[config.mk]
export PLATFORM = sky130hd
export DESIGN_NAME = regfile_write_sched
export DESIGN_NICKNAME = d
export VERILOG_FILES = /design/src/rtl/regfile_write_sched.sv
export SDC_FILE = /design/constraint.sdc
export NUM_CORES = 1
export LEC_CHECK = 0
export CORE_AREA = 2 2 83 85
export DETAILED_ROUTE_END_ITERATION = 7
export DIE_AREA = 0 0 85 87
export PLACE_DENSITY = 0.81
export RECOVER_POWER = 25
export SETUP_SLACK_MARGIN = 0.02
export SLEW_MARGIN = 20
export SYNTH_ARGS = -nofsm -noshare
export SYNTH_HDL_FRONTEND = slang
export SYNTH_SLANG_ARGS = --single-unit
[constraint.sdc]
create_clock -name clk -period 1.45 [get_ports clk]
set_input_delay 0.145 -clock clk [delete_from_list [all_inputs] [get_ports clk]]
set_output_delay 0.145 -clock clk [all_outputs]
set_load 0.02 [all_outputs]
[src/rtl/regfile_write_sched.sv]
// Write-port scheduler for the 32x32 MIPS register file: zero-fills every register
// after reset or clear, then round-robins the single write port between ALU and load writeback.
module regfile_write_sched #(
  parameter int ADDR_W = 5,
  parameter int DATA_W = 32,
  parameter int NREGS  = 32
) (
  input  logic              clk,
  input  logic              reset,
  input  logic              clear,
  input  logic              req0_valid,
  input  logic [ADDR_W-1:0] req0_addr,
  input  logic [DATA_W-1:0] req0_data,
  output logic              req0_ready,
  input  logic              req1_valid,
  input  logic [ADDR_W-1:0] req1_addr,
  input  logic [DATA_W-1:0] req1_data,
  output logic              req1_ready,
  output logic              rf_we,
  output logic [ADDR_W-1:0] rf_waddr,
  output logic [DATA_W-1:0] rf_wdata,
  output logic              busy
);

  typedef enum logic {ST_INIT, ST_RUN} state_t;

  // One bit wider than the address so the terminal compare can never wrap.
  localparam logic [ADDR_W:0] CNT_LAST = (ADDR_W + 1)'(NREGS - 1);

  state_t              state_q, state_d;
  logic [ADDR_W:0]     cnt_q, cnt_d;
  logic                last_grant_q, last_grant_d;
  logic                rf_we_q, rf_we_d;
  logic [ADDR_W-1:0]   rf_waddr_q, rf_waddr_d;
  logic [DATA_W-1:0]   rf_wdata_q, rf_wdata_d;
  logic                grant0, grant1;

  always_comb begin
    // NOTE: every signal gets a default first so no path leaves one unassigned (no latch).
    state_d      = state_q;
    cnt_d        = cnt_q;
    last_grant_d = last_grant_q;
    rf_we_d      = 1'b0;
    rf_waddr_d   = rf_waddr_q;
    rf_wdata_d   = rf_wdata_q;
    grant0       = 1'b0;
    grant1       = 1'b0;

    unique case (state_q)
      ST_INIT: begin
        rf_we_d    = 1'b1;
        rf_waddr_d = cnt_q[ADDR_W-1:0];
        rf_wdata_d = '0;
        cnt_d      = cnt_q + 1'b1;
        if (cnt_q == CNT_LAST) begin
          state_d = ST_RUN;
          cnt_d   = '0;
        end
      end
      ST_RUN: begin
        if (clear) begin
          state_d = ST_INIT;
          cnt_d   = '0;
        end else begin
          // Under contention the requester that did not win last time goes first.
          grant0 = req0_valid && (!req1_valid || last_grant_q);
          grant1 = req1_valid && (!req0_valid || !last_grant_q);
          if (grant0) begin
            rf_we_d      = (req0_addr != '0);
            rf_waddr_d   = req0_addr;
            rf_wdata_d   = req0_data;
            last_grant_d = 1'b0;
          end else if (grant1) begin
            rf_we_d      = (req1_addr != '0);
            rf_waddr_d   = req1_addr;
            rf_wdata_d   = req1_data;
            last_grant_d = 1'b1;
          end
        end
      end
      default: state_d = ST_INIT;
    endcase
  end

  // NOTE: sequential state uses non-blocking assignments only, so all flops see pre-edge values.
  always_ff @(posedge clk or negedge reset) begin
    if (!reset) begin
      state_q      <= ST_INIT;
      cnt_q        <= '0;
      last_grant_q <= 1'b1;
      rf_we_q      <= 1'b0;
      rf_waddr_q   <= '0;
      rf_wdata_q   <= '0;
    end else begin
      state_q      <= state_d;
      cnt_q        <= cnt_d;
      last_grant_q <= last_grant_d;
      rf_we_q      <= rf_we_d;
      rf_waddr_q   <= rf_waddr_d;
      rf_wdata_q   <= rf_wdata_d;
    end
  end

  assign req0_ready = grant0;
  assign req1_ready = grant1;
  assign rf_we      = rf_we_q;
  assign rf_waddr   = rf_waddr_q;
  assign rf_wdata   = rf_wdata_q;
  assign busy       = (state_q == ST_INIT);

endmodule

==> results, run 1 <==
- The flow ran to the end, and the final reports show no timing, DRC or antenna violations.
- 120 I/O pins were placed.
- In this run the tool buffered the top-level ports with ~120 buffer cells.
- The area taken by flip-flops and latches is around 1200 um2.
- The area of combinational cells with multiple inputs is between 1000 and 1500 um2.
- The worst min-delay path endpoint is rf_wdata[31].
- Together, buffers and inverters on the worst path number 1.
- The region available for standard cell placement spans between 6000 and 7000 um2.
- The min-delay analysis places its worst path in the category input port to register.
- For this design the ratio of total power to cell area is 1054 nW/um2.
- The register-to-register path setup slack is around 100 ps.
- The shortest clock period the worst path allows after layout is roughly 1400 ps.
- The per-cell routed wire length is 15.00 um.
- The average instance area after synthesis is 10.06 um2.
- Dividing the detail-routed via count by the number of cells gives 4.917.
- The number of global-route vias before repair is approximately 2,200.
- Static timing analysis puts the maximum clock frequency at slightly above 700 MHz.
- For the pin with the worst max-slew slack, the measured transition is between 900 and 1000 ps.
- Setup repair after global routing left no endpoint under its margin.
- The first global-routing pass estimated between 10,000 and 15,000 um of wire.
- The layout has about 570 filler cells.
- Measured against its own limit, the worst slew margin works out to approximately two fifths.
- The static leakage power is about 2.1 nW.
- In this run the most critical hold path is launched from req0_data[31].
- The worst-case IR drop observed on VDD is about 610 uV.
- The final layout contains routed wiring with a total length of approximately 6500 um.
- The area enclosed by the die boundary is around 7400 um2.
- The number of antenna violations at the first check in global routing is 0.
- The growth of design area from synthesis to finish is 70.03%.
- The slowest stage of the critical path is the sky130_fd_sc_hd__clkdlybuf4s50_1 cell.
- The peak fanout along the critical path is 2.
- The row count is 30.
- Counting every instance in the synthesized netlist gives between 200 and 250.
- Measured along the y axis, the die boundary spans roughly 87 um.
- For this run the aggregate overflow at the end of global routing stands at 0.
- After legalization and detailed placement, the total HPWL measured between 4000 and 5000 um.
- The repair_antennas step left the layout with diodes totalling 0.
- Yosys mapped the design onto 30 distinct sky130hd cell types.
- The signal on the critical path passes through clkdlybuf4s50_1.
- After the first detailed-routing iteration, the DRC count stood at 52.
- The setup violation total in the final timing report is 0.
- The final weighted congestion in routability-driven placement is slightly above 0.7.
- The delay of the slowest cell on the worst path is approximately 600 ps.
- The total vias in the final route is roughly 2,100.
- The worst setup path is captured at a primary output.
- The later pin in the worst-skew pair is clocked with a latency of slightly below 300 ps.
- The DRC violations left is 0.
- The H-tree was split into 2 levels.
- The number of nets in the finished design is between 400 and 500.
- The worst-case clock skew is 4.092 ps.
- The max-cap violation count is 0.
- The critical path arrival is 1250 ps.
- The element type at the critical path start is a register.
- Setup total negative slack on the finished layout was measured at 0 ps.
- The reg-to-reg endpoint is rf_wdata[16].
- The critical path required time is approximately 1300 ps.
- Entering global routing, the biggest net connects 40 pins.
- Leaving out fill and tap cells, the most frequent cells in the layout are sky130_fd_sc_hd__clkdlybuf4s50_1, sky130_fd_sc_hd__dfrtp_1, sky130_fd_sc_hd__nand2_1.
- No sink is reached through more buffers than the 2 on the longest clock path.
- The length of the first detailed-routing pass in iterations is 4.
- The clock-pin transition on the worst setup and hold timing paths is around 80 ps.
- The reg-to-reg critical path startpoint is state_q.
- The initial core utilization is roughly 34%.
- The number of max-slew violations in the final report is 0.
- The kind of cell adding the most delay to the critical path is buffers and inverters.
- The remaining antenna violation count after routing is 0.
- In the global route stage, overall resource usage came out at 17.40%.
- The flip-flop and latch count after synthesis is 46.
- The root buffer cell is sky130_fd_sc_hd__clkbuf_8.
- When the netlist entered floorplanning its net count stood at 302.
- The yosys synthesis warning count is 0.
- TritonCTS built the clock tree.
- The worst hold margin is approximately 470 ps.
- The fraction of the yosys area taken by sequential cells is about half.
- TritonCTS created 5 clock buffers.
- The type of the worst setup path is register to primary output.
- The final cycle utilization of the critical path is between 90% and 100%.
- Along the worst hold path, the cell count comes to 3.
- From left edge to right edge, the die measures between 80 and 90 um.
- The utilization after layout is 57.81%.
- The post-route netlist has ~11% of its cells at a drive strength greater than 1.
- The worst reg2reg path depth is 6.
- The clock net sink count is between 40 and 50.
- The most common cell after layout, fill and taps aside is sky130_fd_sc_hd__clkdlybuf4s50_1.
- In this run the cell area of the synthesized design comes to between 2000 and 2500 um2.
- The hold violation count in the final report was 0.
-- worst reg2reg max path, delay by kind of cell, from the launching register on --
kind	cells	cell delay (ps)
simple gates	2	270
compound gates	1	80
flops	1	390
buf+inv	3	490
-- timing repair --
| item | CTS | global route |
|---|---|---|
| hold endpoints to repair | 13 | 0 |
| pin swaps | 0 | 2 |
| hold buffers | 1 | 0 |
| resized for setup | 14 | 34 |
| setup endpoints to repair | 8 | 32 |
| buffers inserted | 0 | 2 |
-- synthesized netlist by cell type (all sizes together) --
cell type / n / area, um2
and3: 1 / 6.260
o2bb2ai: 1 / 8.760
dfrtp: 45 / 1126
buf: 11 / 75.07
mux2i: 38 / 380.4
or4: 1 / 7.510
inv: 2 / 7.510
a211oi: 1 / 7.510
o21ai: 37 / 192.7
nor3: 2 / 10.01
or3: 1 / 6.260
nor2: 10 / 40.04
nand3: 2 / 10.01
xor2: 1 / 8.760
o31ai: 1 / 7.510
ha: 1 / 12.51
o21bai: 1 / 11.26
clkbuf: 3 / 11.26
o22ai: 8 / 50.05
dfstp: 1 / 26.28
a21oi: 8 / 40.04
nand2b: 1 / 6.260
and2: 2 / 12.51
a31oi: 1 / 6.260
nand2: 41 / 153.9
xnor2: 1 / 8.760
-- power by group --
group	switching, mW	internal [mW]
clock	0.423	0.385
combinational	0.723	0.814
sequential	0.161	1.50
total	1.31	2.70
-- stage by stage --
stage | instances | setup WS, ps | power [mW] | cell area, um2
4_1_cts | 432 | 26.06 | 3.991 | 3701
6_report | 434 | 57.13 | 4.004 | 3797
3_5_place_dp | 423 | -317.2 | 3.210 | 3611
5_1_grt | 434 | 18.13 | 4.251 | 3797
2_1_floorplan | 222 | 56.21 | 2.476 | 2233
3_3_place_gp | 423 | -253.3 | 3.150 | 3611
-- kinds of logic after synthesis --
| logic type | count (synthesis) | share of synthesized area [%] |
|---|---|---|
| and+or+nand+nor | 61 | 11.32 |
| AOI/OAI and AO/OA | 58 | 14.51 |
| DFF | 46 | 51.60 |
| muxes | 38 | 17.03 |
| buffers and inverters | 16 | 4.202 |
| xor gates and xnor gates | 2 | 0.7845 |
| adders and majority gates | 1 | 0.5601 |
-- layout make-up --
| type | count | area share, % |
|---|---|---|
| Tap cell | 80 | 2.636 |
| Timing Repair Buffer | 138 | 37.79 |
| Inverter | 2 | 0.1977 |
| Clock inverter | 1 | 0.1318 |
| Multi-Input combinational cell | 160 | 26.62 |
| Clock buffer | 7 | 2.273 |
| Sequential cell | 46 | 30.35 |
-- metal layers --
| layer | up-vias | global-route usage (%) | wire (um) |
|---|---|---|---|
| met5 | - | 0 | 0 |
| met4 | 0 | 4.762 | 61 |
| met3 | 6 | 3.602 | 363 |
| met2 | 68 | 30.97 | 3419 |
| met1 | 1021 | 21.46 | 2666 |
| li1 | 1039 | - | - |
-- sequential cells by signal, indices dropped and copies added, names as in the netlist --
signal        cells
rf_we             1
rf_waddr          5
cnt_q             6
last_grant_q      1
state_q           1
rf_wdata         32
-- how the worst max path moves through the flow --
stage | startpoint | end | depth (start not counted)
after floorplan | state_q | rf_wdata[10] | 6
after CTS | rf_wdata[24] | rf_wdata[24] | 1
after detailed placement | clear | req1_ready | 4
after global placement | clear | req1_ready | 4
final | rf_wdata[14] | rf_wdata[14] | 1
after global routing | state_q | rf_wdata[16] | 6
(Power assumes the default switching activity.)
==> run 2, diff against run 1 <==
CTS_CLUSTER_SIZE = 40   (was default)
TNS_END_PERCENT = 100   (was default)
==> results of run 2 <==
The final DEF is identical to that of run 1; final timing and power are the same.
==> run 3, diff against run 2 <==
PLACE_DENSITY = default   (was 0.81)
PLACE_DENSITY_LB_ADDON = 0.12   (was default)
==> run 3 against run 2 <==
Wire length shrank 4.1%; critical path depth is the same; highest routed layer unchanged; critical path type unchanged; clock power is 16% higher; largest power group unchanged; global-route usage shrank 0.64 points.
==> results, run 3 (synthesized netlist as in run 1, its figures left out) <==
- The final setup slack of the worst path is 58.51 ps (+1.380 ps).
- The delay of the slowest cell on the worst path is 600 ps (about the same).
- The internal power was 2.850 mW (+5.7%).
- The maximum clock insertion buffer count is 2 (unchanged).
- Setup repair after global routing left no endpoint under its margin.
- The detail-routed via count per cell is 4.825 (-1.9%).
- The class of the tightest hold or removal check is input port to register.
- The upper clock frequency limit is 718.7 MHz (about the same).
- The slowest stage cell on the critical path is sky130_fd_sc_hd__clkdlybuf4s50_1.
- The core region area is 6569 um2 (unchanged).
- The setup slack after placement is -303.6 ps (+13.66 ps).
- The run finished with clean final reports.
- The DRC violation total after the first TritonRoute iteration is 53 (+1.9%).
- The switching part of the total is 31.19% (-1.5 points).
- The max-cap violation count is 0 (unchanged).
- The library cells used most frequently in the layout, excluding fill and tap cells, are sky130_fd_sc_hd__clkdlybuf4s50_1, sky130_fd_sc_hd__dfrtp_1, sky130_fd_sc_hd__nand2_1.
- STA classifies the critical path endpoint as a primary output.
- The number of antenna violations at the first check in global routing came to 0 (unchanged).
- The final cycle utilization of the critical path came to 95.97% (about the same).
- The type of the worst setup path is register to primary output.
- The number of global-route vias before repair is 2,071 (-4.7%).
- The width of the chip is 85 um (unchanged).
- The row count is 30 (unchanged).
- The maximum level of the CTS H-tree is 2 (unchanged).
- The HPWL reported at the end of detailed placement is 4647 um (-2.7%).
- The remaining antenna violation count after routing came to 0 (unchanged).
- The flip-flop count of the largest register, all copies and words added was 32 (unchanged).
- The length of the first detailed-routing pass in iterations is 4 (unchanged).
- The critical path required time is 1310 ps (about the same).
- The tree is rooted in a sky130_fd_sc_hd__clkbuf_8.
- The number of max-slew violations in the final report is 0 (unchanged).
- The signal on the critical path passes through clkdlybuf4s50_1.
- The per-cell routed wire length is 14.22 um (-5.2%).
- The largest net degree at the start of global routing is 47 (+18%).
- The relative contribution of combinational cells to total power came to 37.8% (-0.6 points).
- The critical path arrival is 1250 ps (about the same).
- The final weighted congestion in routability-driven placement came to 0.7891 (+8.7%).
- The element type at the critical path start is a register.
- The portion of total power attributed to the clock network is 22.6% (+2.4 points).
- The setup violation total in the final timing report was 0 (unchanged).
- The clock net sink count is 46 (unchanged).
- The hold violation count in the final report was 0 (unchanged).
- The total congestion overflow after global routing is 0 (unchanged).
- The TritonCTS clock tree is done.
- The shortest clock period the worst path allows after layout is 1391 ps (-1.381 ps).
- The peak fanout along the critical path is 2 (unchanged).
- The maximum vdd ir drop is 789.4 uV (+29%).
- The total vias in the final route is 2,118 (-0.75%).
- The number of nets in the finished design was 438 (+1.2%).
- The sum of buffers and inverters on the critical path is 1 (unchanged).
- The growth of design area from synthesis to finish is 72.66%.
- The DRC violations left came to 0 (unchanged).
- The static leakage power is 2.240 nW (+4.4%).
- The number of buffers added on ports is 119 (unchanged).
- The worst-case clock skew is 10.30 ps (+6.210 ps).
- The power per unit of standard cell area is 1074 nW/um2 (+1.9%).
- The number of I/O pins is 120 (unchanged).
- The net load switching power is 1.292 mW (-1.2%).
- The fraction of layout cells with a size suffix above 1 is 11.98% (+1.2 points).
- The total global-route track usage was 16.77% (-0.64 points).
- The number of diodes is 0 (unchanged).
- The share of power burned in registers came to 39.5% (-1.9 points).
- The overall routed net length is 6242 um (-4.1%).
- The clock-pin transition on the worst setup and hold timing paths is 90 ps (about the same).
- The library cell used most frequently in the layout, excluding fill and tap cells, is sky130_fd_sc_hd__clkdlybuf4s50_1.
- The number of buffers inserted during clock tree synthesis is 5 (unchanged).
- The area enclosed by the die boundary was 7395 um2 (unchanged).
- The latest clock arrival within the worst-skew pair was 300 ps (about the same).
- The worst hold margin is 455.7 ps (-18.09 ps).
- The initial core utilization is 34.00% (unchanged).
- The wire length of the first global-routing pass is 9839 um (-4.6%).
- The worst max-slew margin expressed relative to the limit is 58.05% (+19 points).
- The kind of cell adding the most delay to the critical path is buffers and inverters.
- The slew at the pin closest to its max-slew limit is 629.2 ps (-279.9 ps).
- The die extent in y is 87 um (unchanged).
==> run 3: cell count changes in the layout (fill, tap and decap cells not counted), sizes merged <==
| cell | before | now |
|---|---|---|
| clkinv | 1 | 2 |
| dlygate4sd2 | 6 | 5 |
| buf | 20 | 25 |
| clkbuf | 8 | 6 |
| dlymetal6s2s | 28 | 31 |
| clkdlybuf4s50 | 82 | 80 |
| bufinv | 0 | 1 |
==> run 3: final cells by class <==
cell class,count,area (um2)
flip-flops and latches,46,1152
inverters,2,7.507
clock buffers,5,68.82
well taps,80,100.1
repair buffers,143,1484
fillers,585,2713
clock inverters,3,40.04
multi-input cells,160,1003
==> run 3: worst paths after layout <==
path / slack [ps] / startpoint / cells past startpoint / to
hold reg to reg: 480 / rf_wdata[29] / 2 / rf_wdata[29]
max in group asynchronous: 500 / reset / 3 / rf_wdata[3]
setup / recovery: 60 / rf_waddr[1] / 1 / rf_waddr[1]
min in group asynchronous: 530 / reset / 3 / rf_wdata[20]
setup reg to reg: 110 / last_grant_q / 4 / rf_we
hold / removal: 460 / req0_data[31] / 3 / rf_wdata[31]
==> run 3: timing repair <==
item | 4_1_cts | 5_1_grt
endpoints found under the setup margin | 7 | 39
setup buffers | 0 | 1
hold endpoints to repair | 45 | 0
hold buffers | 1 | 0
resized for setup | 13 | 35
==> run 3: layer usage <==
metal / up-vias / part of all wire (%) / track usage (%)
li1: 1051 / - / -
met1: 996 / 44 / 21.59
met2: 61 / 49 / 28.20
met3: 10 / 5.6 / 3.128
met4: 0 / 1.5 / 6.205
met5: - / 0 / 0
==> run 3: power by group through the flow <==
stage	sequential [mW]	combinational (mW)	clock, mW
after floorplan	1.77	0.705	0
after global placement	1.66	1.57	0
after detailed placement	1.67	1.58	0
after CTS	1.64	1.57	0.974
after global routing	1.67	1.71	1.03
final	1.64	1.57	0.938
==> run 3: metrics by stage <==
| step | power [mW] | cells | area (um2) | util (%) | TNS [ps] |
|---|---|---|---|---|---|
| after detailed placement | 3.249 | 429 | 3669 | 55.85 | -7457 |
| after global placement | 3.227 | 429 | 3669 | 55.85 | -6299 |
| after global routing | 4.399 | 439 | 3856 | 58.70 | 0 |
| after CTS | 4.186 | 438 | 3777 | 57.50 | 0 |
| after floorplan | 2.476 | 222 | 2233 | - | 0 |
| final | 4.142 | 439 | 3856 | 58.70 | 0 |
==> variant: new RTL, flow settings as in run 1 <==
`DATA_W`: 32 -> 40.
--- a/src/rtl/regfile_write_sched.sv
+++ b/src/rtl/regfile_write_sched.sv
@@ -2,7 +2,7 @@
 // after reset or clear, then round-robins the single write port between ALU and load writeback.
 module regfile_write_sched #(
   parameter int ADDR_W = 5,
-  parameter int DATA_W = 32,
+  parameter int DATA_W = 40,
   parameter int NREGS  = 32
 ) (
   input  logic              clk,
Interface: changed (resized req0_data, req1_data and rf_wdata); port bits go from 120 to 144. No check against the original RTL was run, so the function may have changed too.
==> variant against run 1 <==
Sequential share of layout area shrank 1.2 points; synthesized area rose by 33%; global-route usage up 2.9 points; final area up 22%; critical path depth rose by 3; worst setup slack barely moved; synthesized cell count increased by 17%; routed wire length up 16%; power grew 13%; sequential cell count is 8 higher; largest cell class unchanged.
==> variant: results (changes against run 1) <==
* Pwr/cell area at 979 nW/um^2 (-7.1%)
* Register area share after synthesis at 45.6% (-6.0 points)
* R2R Path Start: cnt_q[0]
* GPL Wtd Cong at 0.860 (+18%)
* Final worst path period share at 96.1% (about the same)
* DRT iter0 DRCs at 79 (+52%)
* Leak at 2.31 nW (+7.7%)
* Startpoint of the worst hold path: req1_valid
* Met1 usage at 23.6% (+2.2 points)
* Largest net degree at the start of global routing at 35 (-13%)
* Seq pwr share at 42.3% (+0.9 points)
* R2R depth at 5 (-1)
* Port Buffer Count at 143 (+20%)
* Post-synthesis xor/xnor area fraction at 0.590% (-0.19 points)
* GRT Total Usage at 20.4% (+2.9 points)
* Synth Instances at 259 (+17%)
* Global routing usage on met2 at 37.6% (+6.6 points)
* Nets at 512 (+18%)
* CP max FO at 3 (+1)
* Fraction of power consumed by the clock network at 19.2% (-1.0 points)
* Delay-heaviest family, CP: flip-flops
* FF-to-FF End: cnt_q[3]
* Status: complete, no violations
* Crit path capture: req1_ready
* Post-Synth Adder-Cell Area at 0.422% (-0.14 points)
* Synth top area cells: dfrtp_1 45%, mux2i_1 15%, o21ai_2 12%
* Unique masters post-synth at 36 (+20%)
* Syn nets at 355 (+18%)
* GR Layer Usage met3 at 4.27% (+0.66 points)
* Clock latency at the later pin of the worst-skew pair at 0.31 ns (+0.02 ns)
* Hold endpoint: last_grant_q
* VDD IR max at 594 uV (-2.7%)
* Internal Power at 3.03 mW (+13%)
* Post-synthesis mux area share at 15.2% (-1.9 points)
* Dpl cells at 487 (+15%)
* Max reg flops at 40 (+25%)
* First-pass GRT wire length at 11900 um (+16%)
* Fin util at 70.6% (+13 points)
* Crit-path slowest cell: dfstp_2
* Setup slack after placement at -0.391 ns (-0.0741 ns)
* Final Non-Filler Cells at 497 (+15%)
==> variant: cell types whose count changed after synthesis, moves of 5 or more <==
cell / change
buf_12: +5
buf_4: -7
dfrtp_1: +8
mux2i_1: +7
nand2_1: -30
nand2_2: +40
o21ai_1: -29
o21ai_2: +40
==> variant: per-layer routing <==
| metal | wire length (um) | share of wire [%] |
|---|---|---|
| met5 | 0 | 0 |
| met4 | 132 | 1.7 |
| met3 | 401 | 5.3 |
| met2 | 4130 | 55 |
| met1 | 2880 | 38 |
==> variant: final cells by class <==
cell class                      instances  share of cell area (%)
Multi-Input combinational cell        186                    31.5
Tap cell                               80                    2.16
Timing Repair Buffer                  167                    35.0
Inverter                                2                   0.216
Clock inverter                          1                   0.108
Clock buffer                            7                    1.86
Sequential cell                        54                    29.2
==> variant: timing repair <==
item	4_1_cts	5_1_grt
setup buffers	0	1
endpoints found under the hold margin	53	0
setup endpoints to repair	67	8
hold buffers	1	0
gates resized for setup	58	10
